[config.mk]
export PLATFORM = sky130hd
export DESIGN_NAME = rs_station
export DESIGN_NICKNAME = d
export VERILOG_FILES = /design/src/rtl/rs_station.sv
export SDC_FILE = /design/constraint.sdc
export NUM_CORES = 2
export LEC_CHECK = 0
export ABC_AREA = 0
export BUFFER_PORTS_ARGS = -buffer_cell sky130_fd_sc_hd__buf_2
export CORE_ASPECT_RATIO = 1.1
export CORE_MARGIN = 2
export CORE_UTILIZATION = 35
export DETAILED_ROUTE_END_ITERATION = 8
export PLACE_DENSITY = 0.51
export RECOVER_POWER = 50
export SYNTH_ARGS = -nofsm -noshare
export SYNTH_HDL_FRONTEND = slang
export SYNTH_SLANG_ARGS = --single-unit
export TNS_END_PERCENT = 5
[constraint.sdc]
create_clock -name clk -period 4.9 [get_ports clk]
set_input_delay 0.49 -clock clk [delete_from_list [all_inputs] [get_ports clk]]
set_output_delay 0.49 -clock clk [all_outputs]
set_load 0.005 [all_outputs]
[src/rtl/rs_station.sv]
// Reservation station: CDB wake-up, issue-time forwarding, one issue and one dispatch per edge.
// Build option RS_OLDEST_FIRST_EN switches dispatch from lowest-index-ready to oldest-ready.
module rs_station #(
  parameter int RS_SIZE = 8,
  parameter int ROB_W   = 4
) (
  input  logic             clk,
  input  logic             rst,
  input  logic             rdy,
  input  logic             clear,
  input  logic             is_rs,
  input  logic [5:0]       op,
  input  logic [31:0]      Vj,
  input  logic [31:0]      Vk,
  input  logic [ROB_W-1:0] Qj,
  input  logic [ROB_W-1:0] Qk,
  input  logic [31:0]      imm,
  input  logic [31:0]      pc,
  input  logic [ROB_W-1:0] entry,
  output logic             full,
  input  logic             cdb_alu_valid,
  input  logic [ROB_W-1:0] cdb_alu_tag,
  input  logic [31:0]      cdb_alu_val,
  input  logic             cdb_lsb_valid,
  input  logic [ROB_W-1:0] cdb_lsb_tag,
  input  logic [31:0]      cdb_lsb_val,
  output logic             alu_valid,
  output logic [5:0]       alu_op,
  output logic [31:0]      alu_a,
  output logic [31:0]      alu_b,
  output logic [31:0]      alu_imm,
  output logic [31:0]      alu_pc,
  output logic [ROB_W-1:0] alu_tag
);

  localparam int IDX_W = (RS_SIZE > 1) ? $clog2(RS_SIZE) : 1;
  localparam logic [ROB_W-1:0] NO_DEP = {ROB_W{1'b0}};

  typedef logic [ROB_W+31:0] opnd_t;  // {tag, value}

  // A pending operand captures a matching broadcast; the ALU bus wins a same-tag tie.
  function automatic opnd_t snoop(
    input logic [ROB_W-1:0] q,   input logic [31:0] v,
    input logic             av,  input logic [ROB_W-1:0] at, input logic [31:0] aval,
    input logic             lv,  input logic [ROB_W-1:0] lt, input logic [31:0] lval
  );
    opnd_t res;
    if ((q != NO_DEP) && av && (q == at)) begin
      res = {NO_DEP, aval};
    end else if ((q != NO_DEP) && lv && (q == lt)) begin
      res = {NO_DEP, lval};
    end else begin
      res = {q, v};
    end
    return res;
  endfunction

  function automatic logic [IDX_W-1:0] lowest_set(input logic [RS_SIZE-1:0] vec);
    logic [IDX_W-1:0] idx;
    idx = {IDX_W{1'b0}};
    for (int i = RS_SIZE - 1; i >= 0; i--) begin
      idx = vec[i] ? IDX_W'(i) : idx;
    end
    return idx;
  endfunction

  logic [RS_SIZE-1:0] busy_r;
  logic [5:0]         op_r  [RS_SIZE];
  logic [31:0]        vj_r  [RS_SIZE];
  logic [31:0]        vk_r  [RS_SIZE];
  logic [31:0]        imm_r [RS_SIZE];
  logic [31:0]        pc_r  [RS_SIZE];
  logic [ROB_W-1:0]   qj_r  [RS_SIZE];
  logic [ROB_W-1:0]   qk_r  [RS_SIZE];
  logic [ROB_W-1:0]   tag_r [RS_SIZE];

  logic [RS_SIZE-1:0] ready_s;
  logic [RS_SIZE-1:0] pick_s;
  logic [IDX_W-1:0]   free_idx_s;
  logic [IDX_W-1:0]   disp_idx_s;
  logic               issue_s;
  logic               disp_s;
  opnd_t              in_j_s;
  opnd_t              in_k_s;
  opnd_t              wake_j_s [RS_SIZE];
  opnd_t              wake_k_s [RS_SIZE];

`ifdef RS_OLDEST_FIRST_EN
  // older_r[i][j] = 1 when entry i was issued before entry j (meaningful among busy entries).
  logic [RS_SIZE-1:0] older_r [RS_SIZE];
`endif

  assign full = &busy_r;

  // Candidate selection, free-slot search and operand snooping, all from cycle-start state.
  always_comb begin
    ready_s = {RS_SIZE{1'b0}};
    pick_s  = {RS_SIZE{1'b0}};
    for (int i = 0; i < RS_SIZE; i++) begin
      ready_s[i]  = busy_r[i] && (qj_r[i] == NO_DEP) && (qk_r[i] == NO_DEP);
      wake_j_s[i] = snoop(qj_r[i], vj_r[i], cdb_alu_valid, cdb_alu_tag, cdb_alu_val,
                          cdb_lsb_valid, cdb_lsb_tag, cdb_lsb_val);
      wake_k_s[i] = snoop(qk_r[i], vk_r[i], cdb_alu_valid, cdb_alu_tag, cdb_alu_val,
                          cdb_lsb_valid, cdb_lsb_tag, cdb_lsb_val);
    end
`ifdef RS_OLDEST_FIRST_EN
    for (int i = 0; i < RS_SIZE; i++) begin
      pick_s[i] = ready_s[i] && (&(older_r[i] | ~ready_s | (RS_SIZE'(1'b1) << i)));
    end
`else
    pick_s = ready_s;
`endif
    free_idx_s = lowest_set(~busy_r);
    disp_idx_s = lowest_set(pick_s);
    issue_s    = is_rs && !full;
    disp_s     = |pick_s;
    in_j_s     = snoop(Qj, Vj, cdb_alu_valid, cdb_alu_tag, cdb_alu_val,
                       cdb_lsb_valid, cdb_lsb_tag, cdb_lsb_val);
    in_k_s     = snoop(Qk, Vk, cdb_alu_valid, cdb_alu_tag, cdb_alu_val,
                       cdb_lsb_valid, cdb_lsb_tag, cdb_lsb_val);
  end

  // Entry array and dispatch register; flush beats everything, rdy=0 freezes all state.
  always_ff @(posedge clk or negedge rst) begin
    if (!rst) begin
      busy_r <= {RS_SIZE{1'b0}};
      for (int i = 0; i < RS_SIZE; i++) begin
        op_r[i]  <= 6'd0;
        vj_r[i]  <= 32'd0;
        vk_r[i]  <= 32'd0;
        imm_r[i] <= 32'd0;
        pc_r[i]  <= 32'd0;
        qj_r[i]  <= NO_DEP;
        qk_r[i]  <= NO_DEP;
        tag_r[i] <= NO_DEP;
      end
      alu_valid <= 1'b0;
      alu_op    <= 6'd0;
      alu_a     <= 32'd0;
      alu_b     <= 32'd0;
      alu_imm   <= 32'd0;
      alu_pc    <= 32'd0;
      alu_tag   <= NO_DEP;
    end else if (clear) begin
      busy_r    <= {RS_SIZE{1'b0}};
      alu_valid <= 1'b0;
    end else if (rdy) begin
      for (int i = 0; i < RS_SIZE; i++) begin
        if (busy_r[i]) begin
          {qj_r[i], vj_r[i]} <= wake_j_s[i];
          {qk_r[i], vk_r[i]} <= wake_k_s[i];
        end
      end
      if (disp_s) begin
        busy_r[disp_idx_s] <= 1'b0;
        alu_valid <= 1'b1;
        alu_op    <= op_r[disp_idx_s];
        alu_a     <= vj_r[disp_idx_s];
        alu_b     <= vk_r[disp_idx_s];
        alu_imm   <= imm_r[disp_idx_s];
        alu_pc    <= pc_r[disp_idx_s];
        alu_tag   <= tag_r[disp_idx_s];
      end else begin
        alu_valid <= 1'b0;
      end
      // The free slot was free at cycle start, so it never collides with wake-up or dispatch.
      if (issue_s) begin
        busy_r[free_idx_s] <= 1'b1;
        op_r[free_idx_s]   <= op;
        imm_r[free_idx_s]  <= imm;
        pc_r[free_idx_s]   <= pc;
        tag_r[free_idx_s]  <= entry;
        {qj_r[free_idx_s], vj_r[free_idx_s]} <= in_j_s;
        {qk_r[free_idx_s], vk_r[free_idx_s]} <= in_k_s;
      end
    end
  end

`ifdef RS_OLDEST_FIRST_EN
  // Age matrix update: a newly issued entry becomes younger than every other entry.
  always_ff @(posedge clk or negedge rst) begin
    if (!rst) begin
      for (int i = 0; i < RS_SIZE; i++) begin
        older_r[i] <= {RS_SIZE{1'b0}};
      end
    end else if (!clear && rdy && issue_s) begin
      for (int j = 0; j < RS_SIZE; j++) begin
        older_r[j][free_idx_s] <= (IDX_W'(j) != free_idx_s);
      end
      older_r[free_idx_s] <= {RS_SIZE{1'b0}};
    end
  end
`endif

endmodule

==> results.cfg <==
[cts]
ctsResizeCount = 0
clk_pin_slew_ns = 0.06
root_buffer = clkbuf_16
clockBufferDepth = 3
clock-sinks = 1315
cts_tree = built
numCtsBuffers = 154
insertion_delay_ns = 0.84
h-tree-depth = 4

[detailed_routing]
wl_mm = 347.3
ant_nets = 0
vias = 68720
drtIter0Drc = 9699
drc = 0
viasPerCell = 6.408
routedWlPerCell_um = 32.39
first_pass_iters = 9

[floorplan]
fp.dieH_um = 479.5
num_io_pins = 365
core_area_mm2 = 0.2044
die_w_um = 436.3
fp.dieArea_mm2 = 0.2092
start_util = 0.3520
fp-row-count = 174

[final_layout]
multi_input_area_mm2 = 0.03551
ff_latch_area_mm2 = 0.03291
syn2layout_area_growth_pct = 14.39
drive_gt1_frac = 0.1521
final_common_cell = nand2_1
layout.nets = 8088
fill_cells = 20080
final_cell_mix = nand2_1 (1890), dfrtp_1 (1315), a21oi_1 (412)

[yosys]
synth_edf_count = 0
synth_warnings = 0
synthCells = 7883
seq_area_frac_synth = 0.4573
synth_ff_type = dfrtp_1
postSynth.asyncResetShare = 1.000
synth_fp_nets = 8108
synth_seq_cells = 1315
synth.distinct_cells = 85
syn_area_mm2 = 0.07195
syn_area_per_cell_um2 = 9.128

[critical_path]
path_class = flop to flop
end_kind = flop
cp.required_ns = 5.60
cp_max_fo = 22
max_stage_delay_ns = 1.04
crit_path_start_kind = flop
r2r_slack_ns = 0.91
crit_slowest_cell = nor2_4
worstPathCellList = and4_1 -> nand2_1 -> a21oi_1 -> o211ai_1 -> nor2_4 -> buf_12 -> mux2_2
arrival_ns = 4.69

[placed_design]
place.gp.congestion = 0.8795
hpwl_mm = 192.6
port-buffer-count = 364

[power]
p_int_mw = 19.34
p_total_mw = 26.98
irDropWorstVdd_uv = 365.0
power_leakage_nw = 37.38
power.density_mw_per_mm2 = 327.8
switching_share = 0.2833
clock_power_share = 0.440
p_comb_frac = 0.109
p_switching_mw = 7.644
p_seq_frac = 0.451

[sta]
relSlewSlack = -1.362
slew_violations = 91
hold_viol_final = 0
fmax_mhz = 250.5
worst_pin_slew_ns = 3.543
rsz0062_at_grt = no
period_share = 0.8147
finalSetupViolCount = 0
period_needed_ns = 3.992
fin_tns_setup_ns = 0
finClkSkew_ns = 0.03396

[global_route]
grt_first_pass_wirelength_mm = 494.9
first_global_vias = 67120
grt_max_degree = 141
grt_overflow = 0
antenna_found_initial = 22
track_usage = 0.3213

[run_status]
violations = capacitance limit, slew limit
outcome = complete, but fails checks

[hold_path]
hold_path_class = input port to flop

[job]
max_cap_violations = 1
[cell type report]
class	instances	share of cell area
clock buffer	238	0.05602
tap	2728	0.04147
timing repair buffer	665	0.05912
inverter	124	0.005655
sequential	1315	0.3998
multi-input combinational	5603	0.4314
clock inverter	43	0.006293
antenna	8	0.0002432
[layer usage]
| layer | GRT usage | routed length [um] |
|---|---|---|
| met3 | 0.08060 | 37410 |
| met2 | 0.4830 | 150500 |
| met1 | 0.4199 | 137200 |
| met4 | 0.1846 | 22110 |
| met5 | 0.0002272 | 111 |
[power groups by stage]
stage	logic (mW)	clock network [mW]	registers [mW]
after global routing	3.23	12.4	12.2
final	2.95	11.9	12.2
after CTS	2.92	12.0	12.1
after floorplan	1.71	0	12.2
after detailed placement	2.85	0	12.3
after global placement	2.80	0	12.3
[final timing paths]
check                          start         to  depth (start not counted)
max in group asynchronous        rst   qk_r[17]                          3
hold / removal                 is_rs  busy_r[0]                          3
min in group asynchronous        rst    op_r[5]                          2
setup reg to reg           busy_r[2]  imm_r[73]                          7
setup / recovery           busy_r[2]  imm_r[73]                          7
hold reg to reg             pc_r[24]   pc_r[24]                          2
[sequential cells by signal (all words and copies together), names as in the netlist, 48 cells and up]
register,flops
imm_r,256
pc_r,256
vk_r,256
op_r,48
vj_r,256
[Yosys cell counts (44+ instances only)]
cell type,count,area share
o21ai_0,86,0.0060
mux2i_1,341,0.047
o211ai_1,156,0.016
a221oi_1,160,0.019
buf_1,44,0.0023
xor2_1,64,0.0078
a21oi_1,415,0.029
xnor2_1,66,0.0080
a22o_1,82,0.010
mux2_2,283,0.044
nor2b_1,73,0.0063
nand3_1,91,0.0063
a222oi_1,73,0.010
nand2_1,1897,0.099
inv_1,124,0.0065
buf_2,172,0.012
o22ai_1,240,0.021
a22oi_1,235,0.025
dfrtp_1,1315,0.46
a2111oi_0,69,0.0084
a211oi_1,63,0.0066
clkbuf_1,574,0.030
o32a_1,63,0.0088
o221a_2,58,0.0091
o221ai_1,79,0.0096
nor2_1,352,0.018
and3_1,67,0.0058
a31oi_1,192,0.017
[timing repair]
action                    in CTS  in global routing
hold buffers                  75                  0
hold endpoints to repair     605                  0
buffers inserted               0                  0
[cells by family after synthesis]
logic type,synth area share
xor+xnor,0.01582
compound gates,0.2242
buf+inv,0.05638
flops,0.4573
simple gates,0.1505
mux,0.09574
[metrics by stage]
stage / utilization / hold WS, ns / setup slack [ns] / cell area [um^2] / std cells
global route: 0.4026 / 0.05232 / 0.5732 / 82310 / 10720
CTS: 0.4033 / 0.008899 / 1.119 / 82440 / 10720
global placement: 0.3745 / 0.4506 / 1.206 / 76560 / 10360
floorplan: - / 0.1944 / 2.277 / 71950 / 7883
detailed placement: 0.3745 / 0.4564 / 1.153 / 76560 / 10360
finish: 0.4026 / 0.05165 / 0.9079 / 82310 / 10720
[critical path, delay by kind of cell, from the launching register on]
family	cells	cell delay, ns
compound gates	2	0.88
buf+inv	1	0.30
flops	1	0.68
mux	1	0.35
simple gates	3	1.59
Note: power is estimated with default switching activity, not from simulation.
